--- src/rtl/mem_port_arbiter.sv ---
// mem_port_arbiter
// Shares one single-port synchronous RAM between the CPU and a host
// debug/loader port. The CPU owns the RAM by default. A host access
// freezes the CPU for two cycles: one slot for the host access and one
// slot to re-issue the CPU's pending read address. After each slot the
// host must wait a minimum number of running CPU cycles before the next one.

module mem_port_arbiter #(
  parameter int AW  = 12,
  parameter int DW  = 32,
  parameter int GAP = 2
) (
  input  logic          clk,
  input  logic          rst_n,
  input  logic          cpu_we,
  input  logic [AW-1:0] cpu_addr,
  input  logic [DW-1:0] cpu_din,
  input  logic          cpu_run,
  output logic          cpu_hold,
  input  logic          host_req,
  input  logic          host_we,
  input  logic [AW-1:0] host_addr,
  input  logic [DW-1:0] host_wdata,
  output logic          host_ack,
  output logic [DW-1:0] host_rdata,
  output logic          mem_we,
  output logic [AW-1:0] mem_addr,
  output logic [DW-1:0] mem_din,
  input  logic [DW-1:0] mem_dout
);

  localparam logic [1:0] IDLE    = 2'd0;
  localparam logic [1:0] HOLD    = 2'd1;
  localparam logic [1:0] RESTORE = 2'd2;

  localparam logic [3:0] GAP_LOAD = 4'(GAP);

  logic [1:0] state;
  logic [1:0] state_next;
  logic [3:0] gap_cnt;

  // Next-state decode: a host slot is granted only once the gap counter has drained
  always_comb begin
    state_next = IDLE;
    case (state)
      IDLE:    state_next = (host_req && (gap_cnt == 4'd0)) ? HOLD : IDLE;
      HOLD:    state_next = RESTORE;
      RESTORE: state_next = IDLE;
      default: state_next = IDLE;
    endcase
  end

  // State register; a reset mid-access abandons the host access
  always_ff @(posedge clk or negedge rst_n) begin
    if (!rst_n) state <= IDLE;
    else        state <= state_next;
  end

  // Gap counter: reloaded after each slot, counts down only while the CPU runs
  always_ff @(posedge clk or negedge rst_n) begin
    if (!rst_n)                                gap_cnt <= 4'd0;
    else if (!cpu_run)                         gap_cnt <= 4'd0;
    else if (state == RESTORE)                 gap_cnt <= GAP_LOAD;
    else if (state == IDLE && gap_cnt != 4'd0) gap_cnt <= gap_cnt - 4'd1;
  end

  // Host completion: ack pulse and read data captured at the RESTORE exit edge
  always_ff @(posedge clk or negedge rst_n) begin
    if (!rst_n) begin
      host_ack   <= 1'b0;
      host_rdata <= '0;
    end else begin
      host_ack <= (state == RESTORE);
      if (state == RESTORE && !host_we) host_rdata <= mem_dout;
    end
  end

  // Freeze is a pure state decode so it cannot glitch
  assign cpu_hold = (state == HOLD) || (state == RESTORE);

  // RAM port steering: CPU by default, host in HOLD, CPU read replay in RESTORE
  always_comb begin
    mem_we   = cpu_we;
    mem_addr = cpu_addr;
    mem_din  = cpu_din;
    case (state)
      HOLD: begin
        mem_we   = host_we;
        mem_addr = host_addr;
        mem_din  = host_wdata;
      end
      RESTORE: begin
        mem_we   = 1'b0;
        mem_addr = cpu_addr;
        mem_din  = cpu_din;
      end
      default: begin
        mem_we   = cpu_we;
        mem_addr = cpu_addr;
        mem_din  = cpu_din;
      end
    endcase
  end

endmodule

--- config.mk ---
export PLATFORM = sky130hd
export DESIGN_NAME = mem_port_arbiter
export DESIGN_NICKNAME = d
export VERILOG_FILES = /design/src/rtl/mem_port_arbiter.sv
export SDC_FILE = /design/constraint.sdc
export NUM_CORES = 1
export LEC_CHECK = 0
export CORE_AREA = 2 2 85 87
export DETAILED_ROUTE_END_ITERATION = 16
export DIE_AREA = 0 0 87 89
export PLACE_DENSITY = 0.86
export SYNTH_ARGS = -nofsm -noshare
export SYNTH_HDL_FRONTEND = slang
export SYNTH_SLANG_ARGS = --single-unit
--- constraint.sdc ---
create_clock -name clk -period 4.1 [get_ports clk]
set_input_delay 0.615 -clock clk [delete_from_list [all_inputs] [get_ports clk]]
set_output_delay 0.615 -clock clk [all_outputs]
set_load 0.005 [all_outputs]
---- After elaboration in Yosys (flattened, before gate mapping) ----
Cells that the tools add are included.
word-level totals
  register bits ........................... 39
  bits in latches ......................... 0
  memory bits (writable) .................. 0
  memory bits (read-only) ................. 0
  output and inout bits ................... 79
  logic and storage cells ................. 24
  memories ................................ 0
cells by class
  add/sub/neg operators ................... 1
  multipliers ............................. 0
  divide/modulo/power cells ............... 0
  $lt $le $gt $ge ......................... 0
  equal/unequal tests ..................... 3
  shifts and indexed selects .............. 0
  mux-type cells .......................... 8
  bitwise operators ....................... 0
  reductions and logical operators ........ 8
operator list
  operator                                                             number
  32-bit two-way mux                                                   1
  12-bit two-way mux                                                   1
  4-bit two-way mux                                                    3
  4-bit zero test                                                      1
  2-bit one-hot mux with 2 select lines                                1
  4-bit nonzero test                                                   1
  4-bit by 1-bit subtractor with 4-bit output (second input constant)  1
  1-bit logical AND                                                    3
  3-bit by 1-bit != test with 1-bit output (second input constant)     1
  2-bit by 1-bit == test with 1-bit output (second input constant)     1
  2-bit == test (second input constant)                                1
  2-bit zero test                                                      1
  1-bit one-hot mux with 2 select lines                                1
  1-bit zero test                                                      1
  1-bit logical OR                                                     1
  1-bit two-way mux                                                    1

---- Logic depth before layout (Yosys ltp) ----
Gate-level depths: netlist (run 1).
  depth after elaboration ................. 5
  mapped depth ............................ 6
  depth with buffers taken out ............ 5

---- Worst setup path before layout (run 1) ----
No wires, ideal clock.
  path kind ............................... register to output
  start point ............................. register state[1]
  end point ............................... output port mem_din[19]
  arrival time ............................ 1.280 ns
  data required time ...................... 3.485 ns
  setup slack ............................. 2.205 ns
  stages on the path, launching flop included .. 6
  path buffers ............................ 2
  cell sequence ........................... dfrtp_1 -> inv_1 -> ha_1 -> buf_4 -> buf_2 -> mux2_2
between the ends
  word-level cells in the longest chain between the ends .. 2
RTL lines
  element                                   line  source
  from (decl)                               38    logic [1:0] state;
  from (signal assigned)                    56    else state <= state_next;
  2-bit by 1-bit == test with 1-bit output  86    case (state)
  32-bit two-way mux                        86
  to (decl)                                 28    output logic [DW-1:0] mem_din,
Every way passes these cells.

---- Final worst setup path (run 1) ----
  start point ............................. register state[1]
  end point ............................... output port mem_din[18]
The elaborated chain is that of the path after synthesis.

==> results of run 1 <==
[through the flow]
step | total power, W | hold WS [ns] | instance area (um^2)
3_3_place_gp | 0.00211 | 0.490 | 4320
6_report | 0.00241 | 0.435 | 4420
5_1_grt | 0.00256 | 0.500 | 4420
2_1_floorplan | 0.00139 | 0.319 | 2280
4_1_cts | 0.00244 | 0.453 | 4420
3_5_place_dp | 0.00214 | 0.494 | 4320
[kinds of logic after synthesis]
kind of cell	Yosys count	synth area share (%)
adders and majority gates	5	2.74
and+or+nand+nor	12	3.73
muxes	77	42.9
DFF	39	42.8
buffers and inverters	16	5.82
AOI/OAI and AO/OA	7	1.98
[power breakdown]
group          internal, W  leakage (nW)  switching [W]  total, W
registers         0.000573         0.476       0.000112  0.000686
logic              0.00101          1.28       0.000434   0.00144
clock network     0.000153        0.0515       0.000123  0.000277
total              0.00174          1.81       0.000670   0.00241
[flip-flops by register name, indices dropped and copies added (netlist names)]
register	cells
gap_cnt	4
host_rdata	32
host_ack	1
state	2
[synth_stat cells, drive strengths merged]
cell type  instances
buf                9
a211o              1
o21ai              2
nor2b              1
a21oi              2
dfrtp             39
nor3b              1
o21a               1
and3               1
nor2               2
mux2i              1
nor3               1
nand2              2
nor4b              1
mux2              76
nand2b             1
ha                 5
o31a               1
nand3              1
inv                7
or3                1
[area by class of cell]
cell class / instances / area [um^2]
Fill cell: 509 / 2300
Timing Repair Buffer: 205 / 2040
Multi-Input combinational cell: 101 / 1170
Sequential cell: 39 / 976
Clock buffer: 8 / 100
Tap cell: 80 / 100
Inverter: 7 / 26.3
[routing by layer]
| layer | vias to the layer above | wire length [um] | track usage [%] |
|---|---|---|---|
| met3 | 11 | 716 | 6.37 |
| met2 | 115 | 3970 | 35.4 |
| met1 | 935 | 2530 | 18.3 |
| met4 | 0 | 149 | 6.68 |
| li1 | 960 | - | - |
| met5 | - | 0 | 0 |
[final timing paths]
| check | cells after the start | to | start | slack (ns) |
|---|---|---|---|---|
| worst max-delay path | 4 | mem_din[18] | state[1] | 0.98 |
| worst min-delay path | 1 | host_rdata[31] | rst_n | 0.44 |
| worst max register to register | 5 | host_rdata[22] | state[0] | 1.86 |
| worst min register to register | 1 | host_rdata[12] | host_rdata[12] | 0.51 |
| max in group asynchronous | 1 | host_rdata[2] | rst_n | 3.13 |
| min in group clk | 1 | host_rdata[12] | host_rdata[12] | 0.51 |
==> run summary, run 1 <==
Yosys top cell area share: 42.8%
count of different cell masters after synthesis: 25
unrepaired setup endpoints after global routing: no
period utilization: 76.1%
DRC: 0
number of synthesized register bits: 39
Syn Inst Count: 156
# clock sinks: 39
count of warnings emitted by yosys: 0
status: complete, no violations
MaxCap Viol Count: 0
CTS Hold Bufs: 0
Finish-stage setup viols: 0
TNS Setup: 0 ns
Die ar.: 7740 um^2
initial core utilization: 33.9%
via count: 2021
biggest area consumer among synthesized cells: dfrtp_1
hpwl dp: 6230 um
Syn-to-layout area delta: 93.9%
syn_nets: 287
Tot GR Track Use: 18.4%
antenna violations before repair: 0
Final Critical Period: 3.12 ns
Core ar.: 6720 um^2
synthesized area per cell: 14.6 um^2
worst hold path type: in2async
Final Core Density: 65.8%
post-synthesis sequential area ratio: 42.8%
postcts setup bufs: 0
CP Capture Type: primary output
share of cells above drive strength 1: 24.7%
power density cells: 544 nW/um^2
CP Cell Sequence: inv_1 > ha_2 > mux2_2 > clkdlybuf4s50_1
GP Congestion: 0.802
Routed Antenna Nets: 0
vias in the first global route: 2197
dpl cells: 432
FP Rows: 30
post-DR wirelength/cell: 16.7 um
type of origin of the critical path: register
CTS tree: built
IO buf count: 204
Setup Skew: 0.00736 ns
most frequent cells in the layout: clkdlybuf4s50_1, mux2_2, dfrtp_1
top cells by area, synth: dfrtp_1, mux2_2, mux2_4
Static Leakage: 1.81 nW
first-pass detailed-route iteration total: 4
I/O Pins: 205
worst-case clock buffer depth: 2
Clock Tree Root: clkbuf_8
Hold Vio Cnt, Final: 0
# nets final: 490
Worst-Skew Late Latency: 0.29 ns
post-synthesis cell area: 2280 um^2
Least-Margin Pin Slew: 1.00 ns
largest net degree at the start of global routing: 47
DRT Wirelength: 7370 um
headroom to the max-slew limit: 33.1%
first-pass GRT wire length: 10800 um
CP Class: reg2out
Max stage delay on crit path: 0.85 ns
Worst Path Buf+Inv: 2
n_diodes: 0
critical path required time: 3.48 ns
CP top delay family: adder cells
CTS-repair resized insts: 0
Via density: 4.59
VDD IR-drop max: 0.000190 V
grt total ovfl: 0
final cell count without fillers: 440
worst endpoint data arrival time: 2.51 ns
Final Max Tran Viols: 0
commonest non-fill, non-tap cell in the layout: clkdlybuf4s50_1
H-tree levels: 2
initial DRC count: 22
pre-CTS setup slack: 1.25 ns
Crit Path Max Fanout: 46
Die Wd: 87 um
clk slew on worst S/H paths: 0.07 ns
Num CTS Buffers: 5
fmax: 320 MHz
Slowest-stage cell, CP: ha_2
Die Ht: 89 um
post-route setup slack: 0.980 ns
Note: power is estimated with default switching activity, not from simulation.
==> inputs of run 2 (changes only) <==
--- a/config.mk
+++ b/config.mk
@@ -5,10 +5,10 @@
 export SDC_FILE = /design/constraint.sdc
 export NUM_CORES = 1
 export LEC_CHECK = 0
-export CORE_AREA = 2 2 85 87
+export CORE_AREA = 2 2 89 91
 export DETAILED_ROUTE_END_ITERATION = 16
-export DIE_AREA = 0 0 87 89
-export PLACE_DENSITY = 0.86
+export DIE_AREA = 0 0 91 93
+export PLACE_DENSITY = 0.79
 export SYNTH_ARGS = -nofsm -noshare
 export SYNTH_HDL_FRONTEND = slang
 export SYNTH_SLANG_ARGS = --single-unit
==> constraint.sdc (replaced) <==
create_clock -name clk -period 3.2 [get_ports clk]
set_input_delay 0.48 -clock clk [delete_from_list [all_inputs] [get_ports clk]]
set_output_delay 0.48 -clock clk [all_outputs]
set_load 0.005 [all_outputs]
==> run summary, run 2 (same netlist as run 1, synthesis figures left out) <==
status: complete, no violations
IO buf count: 204 (unchanged)
CP Cell Sequence: inv_1 > ha_2 > buf_12 > mux2_2 > clkdlybuf4s50_1
Num CTS Buffers: 5 (unchanged)
clk slew on worst S/H paths: 0.08 ns (about the same)
power density cells: 703 nW/um^2 (+29%)
commonest non-fill, non-tap cell in the layout: clkdlybuf4s50_1
CTS Hold Bufs: 0 (unchanged)
largest net degree at the start of global routing: 40 (-15%)
critical path required time: 2.72 ns (-0.76 ns)
worst endpoint data arrival time: 2.30 ns (-0.21 ns)
Max stage delay on crit path: 0.47 ns (-0.38 ns)
Finish-stage setup viols: 0 (unchanged)
CTS tree: built
CP Capture Type: primary output
worst-case clock buffer depth: 2 (unchanged)
# clock sinks: 39 (unchanged)
share of cells above drive strength 1: 25.2% (+0.49 points)
Clock Tree Root: clkbuf_8
fillcell total: 658 (+29%)
postcts setup bufs: 0 (unchanged)
CTS-repair resized insts: 0 (unchanged)
period utilization: 87.0%
M1 GR Usage: 18.7% (+0.42 points)
total power: 0.00315 W (+31%)
Syn-to-layout area delta: 96.5%
headroom to the max-slew limit: 42.6% (+9.5 points)
DRT Wirelength: 7240 um (-1.7%)
type of origin of the critical path: register
TNS Setup: 0 ns (unchanged)
dpl cells: 455 (+5.3%)
FP Rows: 32 (+6.7%)
MaxCap Viol Count: 0 (unchanged)
antenna violations before repair: 0 (unchanged)
gr busiest metal: met2
Core ar.: 7530 um^2 (+12%)
Via density: 4.35 (-5.4%)
Static Leakage: 1.83 nW (+0.84%)
Crit Path Max Fanout: 28 (-39%)
Final Critical Period: 2.78 ns
initial DRC count: 24 (+9.1%)
final cell count without fillers: 463 (+5.2%)
Tot GR Track Use: 16.9% (-1.5 points)
initial core utilization: 30.3% (-3.6 points)
first-pass GRT wire length: 11200 um (+3.6%)
n_diodes: 0 (unchanged)
first-pass detailed-route iteration total: 4 (unchanged)
CP Class: reg2out
Die ar.: 8460 um^2 (+9.3%)
VDD IR-drop max: 0.000261 V (+37%)
Slowest-stage cell, CP: ha_2
Finished Cell Area: 4480 um^2 (+1.4%)
Die Wd: 91 um (+4.6%)
Die Ht: 93 um (+4.5%)
# nets final: 491 (+0.20%)
Final Max Tran Viols: 0 (unchanged)
pre-CTS setup slack: 0.707 ns (-0.543 ns)
most frequent cells in the layout: clkdlybuf4s50_1, mux2_2, dfrtp_1
via count: 2012 (-0.45%)
max reg flops: 32 (unchanged)
DRC: 0 (unchanged)
met3 GRT Util: 7.09% (+0.72 points)
Top Registers: host_rdata x32, gap_cnt x4, state x2
H-tree levels: 2 (unchanged)
grt met2 use: 30.2% (-5.1 points)
grt total ovfl: 0 (unchanged)
Largest Register: host_rdata
Least-Margin Pin Slew: 0.861 ns (-0.142 ns)
unrepaired setup endpoints after global routing: no
post-route setup slack: 0.416 ns (-0.564 ns)
post-DR wirelength/cell: 15.6 um (-6.6%)
hpwl dp: 5910 um (-5.1%)
Routed Antenna Nets: 0 (unchanged)
worst hold path type: in2async
I/O Pins: 205 (unchanged)
vias in the first global route: 2211 (+0.64%)
placed cell areas: 4370 um^2 (+1.1%)
GP Congestion: 0.762 (-5.0%)
Hold Vio Cnt, Final: 0 (unchanged)
Setup Skew: 0.00582 ns (-0.00155 ns)
fmax: 359 MHz
Worst-Skew Late Latency: 0.29 ns (about the same)
run 2: changes by cell type in the layout (fill, tap and decap cells not counted):
| cell | before | now |
|---|---|---|
| buf_12 | 0 | 1 |
| bufinv_16 | 0 | 1 |
| clkbuf_1 | 1 | 0 |
| clkbuf_8 | 7 | 5 |
| clkinv_2 | 0 | 1 |
| clkinv_4 | 0 | 1 |
run 2: area by class of cell:
type	instances	area [um^2]	share of cell area [%]
Timing Repair Buffer	206	2060	46.1
Clock inverter	3	43.8	0.977
Sequential cell	39	976	21.8
Inverter	7	26.3	0.586
Multi-Input combinational cell	101	1170	26.2
Clock buffer	5	68.8	1.54
Tap cell	102	128	2.85
run 2: final timing paths:
| path | from | end | slack (ns) | depth (start not counted) |
|---|---|---|---|---|
| max | state[1] | mem_din[15] | 0.42 | 5 |
| min | rst_n | host_rdata[8] | 0.30 | 1 |
| max reg2reg | state[0] | host_rdata[11] | 1.32 | 5 |
| min reg2reg | host_rdata[3] | host_rdata[3] | 0.51 | 1 |
| max in group asynchronous | rst_n | gap_cnt[3] | 2.36 | 1 |
| min in group clk | host_rdata[3] | host_rdata[3] | 0.51 | 1 |
run 2: routing by layer:
layer | up-vias | wire (um)
met2 | 118 | 3730
li1 | 959 | -
met1 | 928 | 2690
met4 | 0 | 72
met3 | 7 | 744
met5 | - | 0
run 2: stage by stage:
step | utilization (%) | hold slack [ns]
after floorplan | - | 0.184
after global routing | 59.5 | 0.361
after CTS | 59.5 | 0.333
after global placement | 58.0 | 0.489
after detailed placement | 58.0 | 0.493
final | 59.5 | 0.299
run 2: critical path, delay by kind of cell (launching register included):
family	cells	cell delay [ns]
muxes	1	0.36
DFF	1	0.38
adders and majority gates	1	0.47
buffers and inverters	3	0.79
run 2: power by group:
part | leakage (nW) | total, W | switching, W | internal (W)
sequential | 0.476 | 0.000871 | 0.000137 | 0.000733
combinational | 1.29 | 0.00187 | 0.000560 | 0.00131
clock | 0.0581 | 0.000414 | 0.000181 | 0.000232
==> inputs of run 3 (changes only) <==
--- a/config.mk
+++ b/config.mk
@@ -9,6 +9,7 @@
 export DETAILED_ROUTE_END_ITERATION = 16
 export DIE_AREA = 0 0 91 93
 export PLACE_DENSITY = 0.79
+export SLEW_MARGIN = 15
 export SYNTH_ARGS = -nofsm -noshare
 export SYNTH_HDL_FRONTEND = slang
 export SYNTH_SLANG_ARGS = --single-unit
==> constraint.sdc (replaced) <==
create_clock -name clk -period 3.2 [get_ports clk]
set_input_delay 0.48 -clock clk [delete_from_list [all_inputs] [get_ports clk]]
set_output_delay 0.48 -clock clk [all_outputs]
set_load 0.05 [all_outputs]
==> run summary, run 3 (same netlist as run 1, synthesis figures left out) <==
first-pass GRT wire length: 11200 um (-0.61%)
Die Ht: 93 um (unchanged)
Seq pwr share: 19.8% (-7.8 points)
Routed Antenna Nets: 0 (unchanged)
Setup Skew: 0.00229 ns (-0.00353 ns)
Clock power frac: 9.2% (-3.9 points)
initial core utilization: 30.3% (unchanged)
CTS tree: built
period utilization: 87.4% (+0.37 points)
FF-to-FF setup slack: 1.22 ns (-0.10 ns)
Switching Fraction: 48.2% (+20 points)
largest net degree at the start of global routing: 47 (+18%)
Die Wd: 91 um (unchanged)
# clock sinks: 39 (unchanged)
FP Rows: 32 (unchanged)
worst hold path type: in2async
Largest Register: host_rdata
placed cell areas: 4380 um^2 (+0.17%)
power density cells: 979 nW/um^2 (+39%)
VDD IR-drop max: 0.000470 V (+80%)
critical path required time: 2.72 ns (about the same)
CP top delay family: buffers and inverters
Syn-to-layout area delta: 96.9%
MaxCap Viol Count: 0 (unchanged)
worst endpoint data arrival time: 2.32 ns (+0.02 ns)
n_diodes: 0 (unchanged)
CP Class: reg2out
Static Leakage: 1.83 nW (+0.27%)
I/O Pins: 205 (unchanged)
Psw: 0.00212 W (+140%)
Num CTS Buffers: 5 (unchanged)
Crit Path Max Fanout: 46 (+64%)
Final Critical Period: 2.80 ns (+0.0120 ns)
unrepaired setup endpoints after global routing: no
clk slew on worst S/H paths: 0.08 ns (about the same)
IO buf count: 204 (unchanged)
dpl cells: 455 (unchanged)
# nets final: 491 (unchanged)
Die ar.: 8460 um^2 (unchanged)
type of origin of the critical path: register
Worst-Skew Late Latency: 0.29 ns (about the same)
commonest non-fill, non-tap cell in the layout: clkdlybuf4s50_1
end of the worst register-to-register path: host_rdata[12]
worst-case clock buffer depth: 2 (unchanged)
hpwl dp: 6090 um (+3.1%)
DRC: 0 (unchanged)
most frequent cells in the layout: clkdlybuf4s50_1, mux2_2, dfrtp_1
share of cells above drive strength 1: 25.8% (+0.55 points)
grt total ovfl: 0 (unchanged)
post-DR wirelength/cell: 16.0 um (+2.6%)
fillcell total: 641 (-2.6%)
GP Congestion: 0.797 (+4.7%)
final cell count without fillers: 463 (unchanged)
first-pass detailed-route iteration total: 4 (unchanged)
Hold Vio Cnt, Final: 0 (unchanged)
max reg flops: 32 (unchanged)
FF-to-FF path depth: 5 (unchanged)
Internal: 0.00227 W (about the same)
Finish-stage setup viols: 0 (unchanged)
CTS Hold Bufs: 0 (unchanged)
combinational share of power: 70.9% (+12 points)
Slowest-stage cell, CP: clkdlybuf4s50_1
Finished Cell Area: 4490 um^2 (+0.17%)
Top Registers: host_rdata x32, gap_cnt x4, state x2
postcts setup bufs: 0 (unchanged)
CP Capture Type: primary output
headroom to the max-slew limit: 42.1% (-0.51 points)
Least-Margin Pin Slew: 0.869 ns (+0.00772 ns)
CTS-repair resized insts: 0 (unchanged)
Tot GR Track Use: 16.9% (+0.026 points)
TNS Setup: 0 ns (unchanged)
DRT Wirelength: 7430 um (+2.6%)
total power: 0.00439 W (+39%)
fmax: 358 MHz (-0.43%)
CP Cell Sequence: inv_1 > ha_2 > buf_12 > mux2_2 > clkdlybuf4s50_1
Core ar.: 7530 um^2 (unchanged)
vias in the first global route: 2188 (-1.0%)
Clock Tree Root: clkbuf_8
via count: 2034 (+1.1%)
Max stage delay on crit path: 0.73 ns (+0.26 ns)
Final Max Tran Viols: 0 (unchanged)
status: complete, no violations
initial DRC count: 51 (+110%)
H-tree levels: 2 (unchanged)
reg2reg start: state[0]
Worst Path Buf+Inv: 3 (unchanged)
final hold slack: 0.297 ns (-0.00230 ns)
antenna violations before repair: 0 (unchanged)
Via density: 4.39 (+1.1%)
[run 3: final cells by class]
class,count,area [um^2],area share (%)
Multi-Input combinational cell,101,1170,26.2
Clock buffer,5,68.8,1.53
Sequential cell,39,976,21.7
Clock inverter,3,43.8,0.976
Inverter,7,26.3,0.585
Tap cell,102,128,2.84
Timing Repair Buffer,206,2070,46.2
[run 3: how the worst max path moves through the flow]
stage	from	to	slack, ns	depth (start not counted)
after floorplan	state[0]	mem_we	0.66	3
after global placement	state[1]	mem_din[19]	0.71	5
after detailed placement	state[1]	mem_din[19]	0.71	5
after CTS	state[1]	mem_din[19]	0.38	5
after global routing	state[1]	mem_din[19]	0.33	5
final	state[1]	mem_din[19]	0.40	5
[run 3: per-layer routing]
metal | up-vias | global-route usage [%] | wire length [um]
met2 | 123 | 30.4 | 3810
met5 | - | 0 | 0
li1 | 962 | - | -
met1 | 937 | 18.5 | 2780
met4 | 0 | 6.19 | 157
met3 | 12 | 5.72 | 685
[run 3: metrics by stage]
step / setup slack [ns] / utilization (%)
after floorplan: 0.659 / -
after CTS: 0.377 / 59.6
after detailed placement: 0.707 / 58.1
after global routing: 0.333 / 59.6
after global placement: 0.715 / 58.1
final: 0.404 / 59.6
[run 3: power groups by stage]
stage / clock [W] / combinational, W / sequential (W)
3_5_place_dp: 0 / 0.00313 / 0.000881
4_1_cts: 0.000424 / 0.00314 / 0.000873
2_1_floorplan: 0 / 0.00143 / 0.00161
6_report: 0.000406 / 0.00312 / 0.000870
3_3_place_gp: 0 / 0.00311 / 0.000863
5_1_grt: 0.000442 / 0.00323 / 0.000909
[run 3: worst reg2reg max path: cells and delay by family (launching register included)]
family	cells	cell delay [ns]
adders and majority gates	1	0.23
buffers and inverters	2	0.35
DFF	1	0.39
muxes	1	0.36
and+or+nand+nor	1	0.55
